--- src/rtl/branch_pkg.sv ---
// Shared constants and types for the branch resolution / prediction slice.
package branch_pkg;

    localparam logic [6:0] OPC_BRANCH = 7'b1100011;

    localparam logic [2:0] F3_BEQ  = 3'b000;
    localparam logic [2:0] F3_BNE  = 3'b001;
    localparam logic [2:0] F3_BLT  = 3'b100;
    localparam logic [2:0] F3_BGE  = 3'b101;
    localparam logic [2:0] F3_BLTU = 3'b110;
    localparam logic [2:0] F3_BGEU = 3'b111;

    // 2-bit saturating direction counter; the MSB is the prediction.
    typedef enum logic [1:0] {
        CTR_SNT = 2'b00,
        CTR_WNT = 2'b01,
        CTR_WT  = 2'b10,
        CTR_ST  = 2'b11
    } ctr_t;

    localparam ctr_t CTR_RESET = CTR_WNT;

    // One step toward the resolved direction, saturating at both ends.
    function automatic ctr_t ctr_step(input ctr_t cur, input logic taken);
        ctr_t nxt;
        nxt = cur;
        unique case (cur)
            CTR_SNT: nxt = taken ? CTR_WNT : CTR_SNT;
            CTR_WNT: nxt = taken ? CTR_WT  : CTR_SNT;
            CTR_WT:  nxt = taken ? CTR_ST  : CTR_WNT;
            CTR_ST:  nxt = taken ? CTR_ST  : CTR_WT;
            default: nxt = CTR_RESET;
        endcase
        return nxt;
    endfunction

endpackage

--- src/rtl/branch_history_table.sv ---
// Table of 2-bit saturating counters: one combinational read port (no
// write-to-read bypass) and one synchronous saturating-update port.
module branch_history_table
    import branch_pkg::*;
#(
    parameter int ENTRIES = 64,
    parameter int IDX     = $clog2(ENTRIES)
) (
    input  logic           clk,
    input  logic           rst_n,
    input  logic [IDX-1:0] rd_idx,
    output logic           rd_taken,
    input  logic           upd_en,
    input  logic [IDX-1:0] upd_idx,
    input  logic           upd_taken
);

    ctr_t table_q [ENTRIES];

    // Counter storage: reset to weak-not-taken, then step on each resolution.
    always_ff @(posedge clk) begin
        if (!rst_n) begin
            // NOTE: this array is reset on purpose: prediction must start from a
            // defined weak-not-taken state, so it cannot map onto a plain RAM macro.
            for (int i = 0; i < ENTRIES; i++) begin
                table_q[i] <= CTR_RESET;
            end
        end else if (upd_en) begin
            // NOTE: non-blocking so the read port sees the old value this cycle.
            table_q[upd_idx] <= ctr_step(table_q[upd_idx], upd_taken);
        end
    end

    assign rd_taken = table_q[rd_idx][1];

endmodule

--- src/rtl/branch_predict_unit.sv ---
// Branch resolution with registered redirect outputs and an optional
// 2-bit counter direction predictor (enabled by defining BRANCH_PREDICT_EN;
// otherwise prediction is static not-taken).
module branch_predict_unit
    import branch_pkg::*;
#(
    parameter int XLEN        = 32,
    parameter int BHT_ENTRIES = 64
) (
    input  logic            clk,
    input  logic            rst_n,
    input  logic [XLEN-1:0] PredPC,
    output logic            PredTaken,
    input  logic            ResValid,
    input  logic [XLEN-1:0] ResPC,
    input  logic [XLEN-1:0] ResImm,
    input  logic [XLEN-1:0] SrcA,
    input  logic [XLEN-1:0] SrcB,
    input  logic [6:0]      Opcode,
    input  logic [2:0]      Funct3,
    input  logic            ResPredTaken,
    output logic            BranchTaken,
    output logic            Mispredict,
    output logic            RedirectValid,
    output logic [XLEN-1:0] RedirectPC
);

    localparam int IDX = $clog2(BHT_ENTRIES);

    logic            is_branch;
    logic            cond_legal;
    logic            cond_taken;
    logic            actual_taken;
    logic            upd_en;
    logic [XLEN-1:0] redirect_next;
    logic            unused_bits;

    // Evaluate the branch condition and the corrected fetch address.
    always_comb begin
        // NOTE: every output gets a default first so no path can infer a latch.
        is_branch  = (Opcode == OPC_BRANCH);
        cond_legal = 1'b0;
        cond_taken = 1'b0;
        unique case (Funct3)
            F3_BEQ:  begin cond_legal = 1'b1; cond_taken = (SrcA == SrcB); end
            F3_BNE:  begin cond_legal = 1'b1; cond_taken = (SrcA != SrcB); end
            F3_BLT:  begin cond_legal = 1'b1; cond_taken = ($signed(SrcA) <  $signed(SrcB)); end
            F3_BGE:  begin cond_legal = 1'b1; cond_taken = ($signed(SrcA) >= $signed(SrcB)); end
            F3_BLTU: begin cond_legal = 1'b1; cond_taken = (SrcA <  SrcB); end
            F3_BGEU: begin cond_legal = 1'b1; cond_taken = (SrcA >= SrcB); end
            default: begin cond_legal = 1'b0; cond_taken = 1'b0; end
        endcase
        actual_taken  = is_branch & cond_legal & cond_taken;
        upd_en        = ResValid & is_branch & cond_legal;
        redirect_next = actual_taken ? (ResPC + ResImm) : (ResPC + XLEN'(4));
    end

    // Register resolution results; RedirectPC holds when nothing resolves.
    always_ff @(posedge clk) begin
        if (!rst_n) begin
            BranchTaken   <= 1'b0;
            Mispredict    <= 1'b0;
            RedirectValid <= 1'b0;
            RedirectPC    <= '0;
        end else begin
            BranchTaken   <= ResValid & actual_taken;
            Mispredict    <= ResValid & (actual_taken != ResPredTaken);
            RedirectValid <= ResValid & (actual_taken != ResPredTaken);
            if (ResValid) begin
                RedirectPC <= redirect_next;
            end
        end
    end

`ifdef BRANCH_PREDICT_EN
    branch_history_table #(
        .ENTRIES (BHT_ENTRIES),
        .IDX     (IDX)
    ) u_bht (
        .clk       (clk),
        .rst_n     (rst_n),
        .rd_idx    (PredPC[IDX+1:2]),
        .rd_taken  (PredTaken),
        .upd_en    (upd_en),
        .upd_idx   (ResPC[IDX+1:2]),
        .upd_taken (actual_taken)
    );
    // Only the index bits of the fetch PC reach the table.
    assign unused_bits = ^PredPC;
`else
    // Static not-taken: every taken branch becomes a mispredict.
    assign PredTaken   = 1'b0;
    assign unused_bits = ^{PredPC, upd_en};
`endif

endmodule

--- config.mk ---
export PLATFORM = sky130hd
export DESIGN_NAME = branch_predict_unit
export DESIGN_NICKNAME = d
export VERILOG_FILES = /design/src/rtl/branch_pkg.sv /design/src/rtl/branch_history_table.sv /design/src/rtl/branch_predict_unit.sv
export SDC_FILE = /design/constraint.sdc
export NUM_CORES = 1
export LEC_CHECK = 0
export BUFFER_PORTS_ARGS = -buffer_cell sky130_fd_sc_hd__buf_4
export CAP_MARGIN = 20
export CORE_ASPECT_RATIO = 0.8
export CORE_MARGIN = 1
export CORE_UTILIZATION = 52
export DETAILED_ROUTE_END_ITERATION = 8
export PLACE_DENSITY = 0.88
export SYNTH_ARGS = -nofsm -noshare
export SYNTH_HDL_FRONTEND = slang
export SYNTH_HIERARCHICAL = 1
export SYNTH_SLANG_ARGS = --single-unit
--- constraint.sdc ---
create_clock -name clk -period 6 [get_ports clk]
set_input_delay 0 -clock clk [delete_from_list [all_inputs] [get_ports clk]]
set_output_delay 0 -clock clk [all_outputs]
set_load 0.005 [all_outputs]
==> impl_results.md <==
* Outcome: complete, no violations
* GR Util met1 at 0.379
* Main synth FF type: dfxtp_1
* # setup viols final at 0
* Hold path cells at 3
* Post-Synthesis Cells at 567
* Rows at 29
* Relative slew slack at 0.330
* Final hold vios at 0
* Residual DRC at 0
* Placed cell count at 836
* Cells on worst reg2reg path at 1
* Initial antenna violation count at 0
* H-Tree Depth at 2
* Fmax achieved at 0.296 GHz
* Endpoint class of the critical path: flop
* Routability Congestion at approximately 0.94
* TritonCTS Buffers at 5
* Final Util at 0.731
* Pleak at between 2 and 3 nW
* Clock Skew at 0 ps
* Root buffer cell: clkbuf_8
* Worst EP arrival at 3600 ps
* Dpl hpwl at ~11000 um
* Die X at between 100 and 150 um
* Reg-to-reg setup timing slack at between 5000 and 6000 ps
* # IOs at 210
* Non-filler cells, final at 845
* Actual slew at the worst max-slew pin at between 1000 and 1500 ps
* Nets at 975
* First-pass GRT wire length at around 22000 um
* Vias in the first global route at between 4000 and 5000
* Post-route ant nets at 0
* Pwr Total at 0.854 mW
* WP data required at 6220 ps
* Setup Total Neg Slack at 0 ps
* All-layer global routing usage at 0.306
* Slew Viols, Final at 0
* Max Buffers Root-to-Sink at 2
* Clock Latency Late Sink at 290 ps
* Synthesized Nets at 806
* Synthesized cell area at 4400 um^2
* Async set-reset flop share out of synthesis at 0
* DR vias at 5107
* Tcrit/Tclk final at 0.564
* RSZ-0062 raised after global routing: false
* Die Area at 8830 um^2
* Share of cells above drive strength 1 at 0.273
* Initial Utilization at 0.546
* Largest net degree at the start of global routing at 26
* Synth cell types at 66
* GRT met3 Usage at 0.0373
* Max-cap violations at 0
* Clock transition at the registers of the reported paths at roughly 80 ps
* Crit path kind: input pin to flop
* HP Class: input pin to flop
* Avg Vias per Cell at just over 6
* Post-layout min period at 3380 ps
* Post-Route WL at between 10000 and 15000 um
* Detailed Route Iter0 Violations at 475
* Core Footprint at 8060 um^2
* Met2 Use GR at 0.550
* Number of synthesized flops with an enable pin at 0
* Die Ht at between 80 and 90 um
* CTS tree: built
* Diodes inserted at 0
* Worst Setup Start Kind: input pin
* Grt ovf at 0
* Slack of the critical path at 2620 ps
* PD cells at 145 nW/um^2
* Clock sink count at 34
* Synth Area per Inst at 7.75 um^2
* Total iterations of the first detailed-routing run at 5
* Sequential fraction of the synthesis area at 0.155
* Seq cells post-synth at 34
* WL per Instance at 16.6 um
* Busiest grt layer: met2
* Synth-to-Final Area Change at 34.0%
* Maximum VDD drop at 0.0951 mV
* CP max FO at 24
* YS warnings at 6
* Port Buffer Count at 176
* Pre-CTS setup slack at 2320 ps
## cell usage in the layout, fill, tap and decap left out, types with 4 or more instances in the layout
cell      count
inv_1        43
nand2b_1      5
nand2_1      61
and3_1        8
xnor2_1      33
o311ai_1      4
ha_1         64
a21o_1       16
dfxtp_1      34
o21a_1        4
xor2_1       24
o21ai_0      27
nor2_1       22
nor3_1       11
mux2i_1      13
nand3_1      32
o211ai_1      4
a221o_1       5
clkbuf_8      8
and4_1        5
a21oi_1      46
o21ai_1      10
a211oi_1      6
buf_4       178
nand4_1      13
## flip-flops by register name (all words and copies together) (netlist names)
register       cells
BranchTaken        1
RedirectPC        32
RedirectValid      1
## cell type report
| class | count | area, um^2 |
|---|---|---|
| clock buffers | 8 | 110 |
| fillers | 644 | 2160 |
| inverters | 43 | 161 |
| multi-input cells | 473 | 3460 |
| flip-flops and latches | 34 | 681 |
| well taps | 108 | 135 |
| repair buffers | 179 | 1350 |
## report_power, final
group	switching, mW	total, mW	internal [mW]
combinational	0.198	0.394	0.196
clock	0.0959	0.212	0.116
sequential	0.00805	0.248	0.240
## metal layers
metal	wire length, um	vias to the layer above	share of wire
li1	-	2415	-
met1	5790	2362	0.41
met2	6760	282	0.48
met3	1090	48	0.078
met4	391	0	0.028
met5	0	-	0
## worst paths after layout
| path | startpoint | to |
|---|---|---|
| min | ResPC[0] | RedirectPC[0]$_SDFFE_PN0P_ |
| min reg2reg | RedirectPC[15]$_SDFFE_PN0P_ | RedirectPC[15]$_SDFFE_PN0P_ |
| max | SrcA[14] | RedirectPC[2]$_SDFFE_PN0P_ |
| max reg2reg | RedirectPC[21]$_SDFFE_PN0P_ | RedirectPC[21]$_SDFFE_PN0P_ |
## kinds of logic (layout without fill, tap and decap cells)
logic type,count (synthesis),after routing,synth area share
simple gates,176,176,0.202
compound gates,158,158,0.245
fa+ha+maj,65,65,0.187
buf+inv,60,230,0.0589
xor+xnor,57,57,0.114
flops,34,34,0.155
mux,16,16,0.0381
other cells,1,1,0.000853
## Yosys cell counts (all sizes together) (13+ instances only)
library cell / instances / area share
ha: 64 / 0.18
nand2: 61 / 0.052
a21oi: 46 / 0.052
inv: 43 / 0.037
o21ai: 37 / 0.042
dfxtp: 34 / 0.15
xnor2: 33 / 0.066
nand3: 32 / 0.036
xor2: 24 / 0.048
nor2: 22 / 0.019
a21o: 16 / 0.027
nand4: 14 / 0.021
mux2i: 13 / 0.030
## worst max-delay path: stages
cell	delay, ps
buf_4	110
ha_1	330
a21oi_1	180
nand2_1	80
a221o_1	350
o31ai_1	250
o211a_1	250
mux2_4	320
a41oi_4	780
buf_4	440
mux2_2	380
a21oi_1	130
## timing repair
item,4_1_cts,5_1_grt
endpoints found under the hold margin,1,0
hold buffers,1,0
buffers inserted,0,0
gates resized for setup,0,0
## stage by stage
step / hold WS (ps) / instance area, um^2
final: 5.87 / 5890
after global routing: 7.81 / 5890
after CTS: 8.78 / 5890
after detailed placement: 258 / 5770
after global placement: 250 / 5770
after floorplan: 148 / 4400
No activity file was read; power rests on OpenSTA's default activity.
